<file path="config.mk">
export PLATFORM = sky130hd
export DESIGN_NAME = devtbl_scan
export DESIGN_NICKNAME = d
export VERILOG_FILES = /design/src/rtl/devtbl_scan.sv
export SDC_FILE = /design/constraint.sdc
export NUM_CORES = 1
export LEC_CHECK = 0
export ABC_AREA = 1
export BUFFER_PORTS_ARGS = -buffer_cell sky130_fd_sc_hd__buf_4
export CAP_MARGIN = 20
export CORE_ASPECT_RATIO = 0.8
export CORE_MARGIN = 5
export CORE_UTILIZATION = 39
export CTS_CLUSTER_SIZE = 40
export DETAILED_ROUTE_END_ITERATION = 16
export GPL_TIMING_DRIVEN = 0
export PLACE_DENSITY = 0.59
export SETUP_SLACK_MARGIN = 0.3
export SYNTH_ARGS = -nofsm -noshare
export SYNTH_HDL_FRONTEND = slang
export SYNTH_SLANG_ARGS = --single-unit
</file>
<file path="constraint.sdc">
create_clock -name clk_i -period 5.4 [get_ports clk_i]
set_input_delay 0.54 -clock clk_i [delete_from_list [all_inputs] [get_ports clk_i]]
set_output_delay 0.54 -clock clk_i [all_outputs]
set_load 0.05 [all_outputs]
</file>
<file path="src/rtl/devtbl_scan.sv">
// Device-table scanner: walks the device table over a Wishbone-style bus and reports the first entry whose DevId matches tgtid_i.
// Define DEVTBLSCAN_INFO_EN to also read the SoC version and id before the scan.
module devtbl_scan #(
    parameter int ARCHBITSZ  = 16,
    parameter int DEVTBLADDR = 1024/(ARCHBITSZ/8),
    parameter int MAXDEVCNT  = 8,
    parameter int TIMEOUT    = 255
) (
    input  logic                                      clk_i,
    input  logic                                      rst_i,
    input  logic                                      start_i,
    input  logic [ARCHBITSZ-1:0]                      tgtid_i,
    output logic                                      wb_cyc_o,
    output logic                                      wb_stb_o,
    output logic                                      wb_we_o,
    output logic [ARCHBITSZ-$clog2(ARCHBITSZ/8)-1:0]  wb_addr_o,
    output logic [ARCHBITSZ/8-1:0]                    wb_sel_o,
    output logic [ARCHBITSZ-1:0]                      wb_dat_o,
    input  logic                                      wb_bsy_i,
    input  logic                                      wb_ack_i,
    input  logic [ARCHBITSZ-1:0]                      wb_dat_i,
    output logic                                      busy_o,
    output logic                                      done_o,
    output logic                                      err_o,
    output logic                                      found_o,
    output logic [ARCHBITSZ-1:0]                      mbase_o,
    output logic [ARCHBITSZ-1:0]                      mmapsz_o,
    output logic                                      museirq_o,
    output logic [ARCHBITSZ-1:0]                      midx_o,
    output logic [ARCHBITSZ-1:0]                      devcnt_o,
    output logic [ARCHBITSZ-1:0]                      socver_o,
    output logic [ARCHBITSZ-1:0]                      socid_o
);

    localparam int ADDRBITSZ = ARCHBITSZ - $clog2(ARCHBITSZ/8);
    localparam int TMOBITS   = (TIMEOUT > 1) ? $clog2(TIMEOUT + 1) : 1;

    typedef logic [ARCHBITSZ-1:0] word_t;

`ifdef DEVTBLSCAN_INFO_EN
    typedef enum logic [2:0] {IDLE, SELINFO, RDVER, RDSOCID, SELDEVS, RDID, RDSZ, DONE} state_t;
    localparam state_t FIRST = SELINFO;
    word_t socver, socid;
`else
    typedef enum logic [2:0] {IDLE, SELDEVS, RDID, RDSZ, DONE} state_t;
    localparam state_t FIRST = SELDEVS;
`endif

    state_t             state, state_nx;
    logic               phase;          // 0: strobing request, 1: accepted, awaiting ack
    logic [TMOBITS-1:0] tmo;
    word_t              id, base, idx;
    logic               found, err, museirq;
    word_t              devcnt, mbase, mmapsz, midx;

    logic  cyc, we, ack_ok, tmo_hit, last, term;
    word_t wdata, addr, mapsz;

    assign mapsz   = {wb_dat_i[ARCHBITSZ-1:1], 1'b0};
    assign last    = (idx == word_t'(MAXDEVCNT - 1));
    assign term    = (id == '0) && (mapsz == '0);
    // An ack during the accept cycle itself is honoured, so zero-wait responders work.
    assign ack_ok  = cyc && wb_ack_i && (phase || !wb_bsy_i);
    assign tmo_hit = cyc && !ack_ok && (tmo == TMOBITS'(TIMEOUT - 1));

    always_comb begin
        state_nx = state;
        cyc      = 1'b0;
        we       = 1'b0;
        wdata    = '0;
        addr     = word_t'(DEVTBLADDR);
        case (state)
            SELDEVS: begin cyc = 1'b1; we = 1'b1; wdata = word_t'(5); end
            RDID:    begin cyc = 1'b1; addr = word_t'(DEVTBLADDR) + (idx << 1); end
            RDSZ:    begin cyc = 1'b1; addr = word_t'(DEVTBLADDR) + (idx << 1) + word_t'(1); end
`ifdef DEVTBLSCAN_INFO_EN
            SELINFO: begin cyc = 1'b1; we = 1'b1; wdata = word_t'(4); end
            RDVER:   begin cyc = 1'b1; end
            RDSOCID: begin cyc = 1'b1; addr = word_t'(DEVTBLADDR) + word_t'(4); end
`endif
            default: ;
        endcase

        case (state)
            IDLE: if (start_i) state_nx = FIRST;
            DONE: state_nx = IDLE;
            default: begin
                if (!cyc) begin
                    state_nx = IDLE;
                end else if (ack_ok) begin
                    case (state)
                        SELDEVS: state_nx = RDID;
                        RDID:    state_nx = RDSZ;
                        RDSZ:    state_nx = (term || last) ? DONE : RDID;
`ifdef DEVTBLSCAN_INFO_EN
                        SELINFO: state_nx = RDVER;
                        RDVER:   state_nx = RDSOCID;
                        RDSOCID: state_nx = SELDEVS;
`endif
                        default: state_nx = IDLE;
                    endcase
                end else if (tmo_hit) begin
                    state_nx = DONE;
                end
            end
        endcase
    end

    always_ff @(posedge clk_i or posedge rst_i) begin
        if (rst_i) begin
            state   <= IDLE;
            phase   <= 1'b0;
            tmo     <= '0;
            id      <= '0;
            base    <= '0;
            idx     <= '0;
            found   <= 1'b0;
            err     <= 1'b0;
            museirq <= 1'b0;
            devcnt  <= '0;
            mbase   <= '0;
            mmapsz  <= '0;
            midx    <= '0;
`ifdef DEVTBLSCAN_INFO_EN
            socver  <= '0;
            socid   <= '0;
`endif
        end else begin
            state <= state_nx;
            if (state_nx != state) begin
                phase <= 1'b0;
                tmo   <= '0;
            end else if (cyc) begin
                if (!phase && !wb_bsy_i) phase <= 1'b1;
                tmo <= tmo + 1'b1;
            end
            if (tmo_hit) err <= 1'b1;

            case (state)
                IDLE: if (start_i) begin
                    found   <= 1'b0;
                    err     <= 1'b0;
                    devcnt  <= '0;
                    base    <= '0;
                    idx     <= '0;
                    mbase   <= '0;
                    mmapsz  <= '0;
                    museirq <= 1'b0;
                    midx    <= '0;
`ifdef DEVTBLSCAN_INFO_EN
                    socver  <= '0;
                    socid   <= '0;
`endif
                end
                RDID: if (ack_ok) id <= wb_dat_i;
                RDSZ: if (ack_ok && !term) begin
                    devcnt <= devcnt + 1'b1;
                    if (id == tgtid_i && !found) begin
                        found   <= 1'b1;
                        mbase   <= base;
                        mmapsz  <= mapsz;
                        museirq <= wb_dat_i[0];
                        midx    <= idx;
                    end
                    base <= base + mapsz;
                    idx  <= idx + 1'b1;
                end
`ifdef DEVTBLSCAN_INFO_EN
                RDVER:   if (ack_ok) socver <= wb_dat_i;
                RDSOCID: if (ack_ok) socid <= wb_dat_i;
`endif
                default: ;
            endcase
        end
    end

    assign wb_cyc_o  = cyc;
    assign wb_stb_o  = cyc && !phase;
    assign wb_we_o   = we;
    assign wb_addr_o = addr[ADDRBITSZ-1:0];
    assign wb_sel_o  = '1;
    assign wb_dat_o  = wdata;
    assign busy_o    = (state != IDLE) && (state != DONE);
    assign done_o    = (state == DONE);
    assign err_o     = err;
    assign found_o   = found;
    assign mbase_o   = mbase;
    assign mmapsz_o  = mmapsz;
    assign museirq_o = museirq;
    assign midx_o    = midx;
    assign devcnt_o  = devcnt;
`ifdef DEVTBLSCAN_INFO_EN
    assign socver_o  = socver;
    assign socid_o   = socid;
`else
    assign socver_o  = '0;
    assign socid_o   = '0;
`endif

endmodule

</file>
==> results by group <==
Detailed routing
  – Drt wl/cell: 15.3 µm
  – Post-Route WL: 21800 µm
  – DRT Pass-1 Iters: 5
  – Vias per cell: 4.73
  – Iter 0 DRT Violations: 544
  – Via count of the routed design: 6755
  – # DRC: 0
  – DRT antenna net count: 0

Floorplan
  – Initial Util: 39.3%
  – I/O pins: 174
  – DIE AREA: 21900 µm²
  – Die boundary height: 133 µm
  – Die Width: 164 µm
  – Rows: 45
  – Core Region: 18900 µm²

Yosys
  – Post-synthesis mux area share: 1.67%
  – Adder-cell share of the synthesized area: 3.64%
  – Yosys cell types: 38
  – Async set-or-reset flop fraction in the synthesized netlist: 100%
  – Yosys top cell by area: dfrtp_1
  – EDFF count, synth: 0
  – Post-synth top cells: nand2_1, dfrtp_1, nor2_1
  – Area share of the largest cell type after synthesis: 42.2%
  – Yosys warns: 0
  – Most numerous cell in the Yosys netlist: nand2_1
  – Synth top area cells: dfrtp_1, nand2_1, nand3_1
  – Seq/Total Area, Yosys: 42.2%
  – Mapped Area: 7420 µm²
  – Post-Synth Simple-Gate Area: 31.7%
  – Register bit total from synthesis: 125
  – Main combinational cell family by area after synthesis: simple AND/OR/NAND/NOR gates
  – Post-synth top flop: dfrtp_1
  – Synth Area in Compound Gates: 6.32%
  – Cells after Synth: 966
  – Mean post-synth cell area: 7.68 µm²
  – Post-synthesis xor/xnor area fraction: 3.19%

Place
  – RePlAce Congestion: 0.894
  – Placed cells: 1396
  – Setup WS pre-CTS: 2.83 ns
  – DP Wirelength: 16700 µm
  – Port Buffers: 124

Power and ir drop
  – Worst vdd ir: 0.261 mV
  – Leakage: 4.99 nW
  – Pwr Density: 445 nW/µm²
  – Design Power: 4.21 mW

Setup path
  – Worst R2R End: devcnt_o[6]
  – Max stage delay on crit path: 0.52 ns
  – Type of origin of the critical path: flop
  – R2R setup slack: 3.27 ns
  – Kind of critical path: reg -> out
  – Setup crit end: wb_addr_o[0]
  – CP Launch Point: state[2]
  – WP data arrival: 2.47 ns
  – CP Cell Sequence: inv_2 -> nand3_4 -> inv_1 -> buf_2 -> buf_1 -> buf_4
  – Worst Reg-to-Reg Cells: 7
  – CP Max Fanout: 10
  – Data required, critical path: 4.86 ns
  – Top delay family on crit path: buffers and inverters
  – CP Depth: 6
  – Setup crit end kind: primary output
  – CP Buf/Inv Count: 5
  – R2r startpoint: state[2]
  – CP max-delay cell: buf_1

Clock network
  – CTS tree: done
  – Clock root cell: clkbuf_16
  – # Post-CTS Setup Buffers: 0
  – Clock Path Buffers: 2
  – Post-CTS Hold Buffers: 0
  – Cts bufs inserted: 17
  – Clock sink count: 125
  – H-tree depth: 4
  – Post-CTS Resized: 0
  – Clock Latency Late Sink: 0.41 ns
  – Reg clk slew, reported paths: 0.06 ns

Layout
  – Layout Utilization: 50.1%
  – Share of layout cells above drive strength 1: 22.3%
  – # nets final: 1215
  – Layout area overhead: 27.5%
  – Final non-filler cell total: 1428
  – Ant. Diodes: 0

Global route
  – Initial antenna violation count: 0
  – Grt ovf: 0
  – Vias in the first global route: 6400
  – Global-route wire length before repair: 34600 µm
  – GRT Resource Usage Total: 20.1%
  – Largest net degree at the start of global routing: 97

Timing
  – Worst Max-Slew Pin Slew: 0.612 ns
  – Unrepaired setup endpoints after global routing: false
  – Setup-failing EPs final: 0
  – Hold_ws: 0.0915 ns
  – Fmax: 332 MHz
  – Skew final: 0.00858 ns
  – Post-route clock period utilization: 55.8%
  – Slew HR: 59.2%
  – Max Slew Vio Count: 0
  – Minimum clock period: 3.01 ns
  – Final hold violations: 0
  – Slack of the critical path: 2.39 ns

Run
  – Max-cap violations: 0

Outcome
  – Status: finished clean

Worst hold path
  – Worst Hold Class: in -> async
==> power by group <==
part	total (mW)	switching (mW)	internal (mW)
combinational	1.78	1.21	0.567
sequential	1.32	0.195	1.12
clock	1.12	0.437	0.678
total	4.21	1.84	2.37
==> routing by layer <==
| layer | vias up | global-route usage, % | part of all wire (%) |
|---|---|---|---|
| met5 | - | 0 | 0 |
| met2 | 166 | 29.8 | 44 |
| met3 | 8 | 4.39 | 5.3 |
| li1 | 3421 | - | - |
| met4 | 0 | 3.73 | 0.52 |
| met1 | 3160 | 30.3 | 50 |
==> flip-flops by register name, indices dropped and copies added, names as in the netlist <==
name	flops
state	3
museirq_o	1
err_o	1
found_o	1
phase	1
midx_o	16
tmo	8
id	16
devcnt_o	16
mbase_o	16
base	15
mmapsz_o	15
idx	16
==> worst min path at each step <==
stage | from | endpoint
final | rst_i | tmo[6]
after floorplan | base[1] | base[1]
after detailed placement | midx_o[10] | midx_o[10]
after global placement | midx_o[10] | midx_o[10]
after global routing | rst_i | tmo[6]
after CTS | rst_i | midx_o[4]
==> cell usage in the layout (no fill, tap or decap), types with 4 or more instances in the layout <==
cell,instances
mux2_4,6
nand2_1,274
clkbuf_16,17
ha_1,20
o21ai_0,53
clkbuf_1,6
nand3_1,92
buf_6,5
buf_4,178
inv_1,64
xnor2_1,12
o21ai_1,4
xor2_1,15
nand2_2,6
conb_1,49
nor2_1,111
nand4_1,25
clkinvlp_4,6
nand3b_1,4
nor3_1,17
buf_2,17
a21oi_1,25
dfrtp_1,125
==> metrics by stage <==
step / cell area, µm² / TNS, ns
finish: 9460 / 0
detailed placement: 8880 / 0
floorplan: 7600 / 0
global placement: 8850 / -15.92
CTS: 9460 / 0
global route: 9460 / 0
==> cells by family after synthesis <==
kind of cell,after synthesis
DFF,125
other,2
muxes,9
adders and majority gates,21
buffers and inverters,152
and+or+nand+nor,540
xor gates and xnor gates,27
AOI/OAI and AO/OA,90
==> final cells by class <==
class                           instances  area [µm²]
Clock inverter                         14         146
Sequential cell                       125        3130
Inverter                               70         270
Timing Repair Buffer                  125         958
Buffer                                 82         569
Tap cell                              258         323
Fill cell                            1847        9400
Clock buffer                           18         429
Multi-Input combinational cell        736        3630
Note: power is estimated with default switching activity, not from simulation.
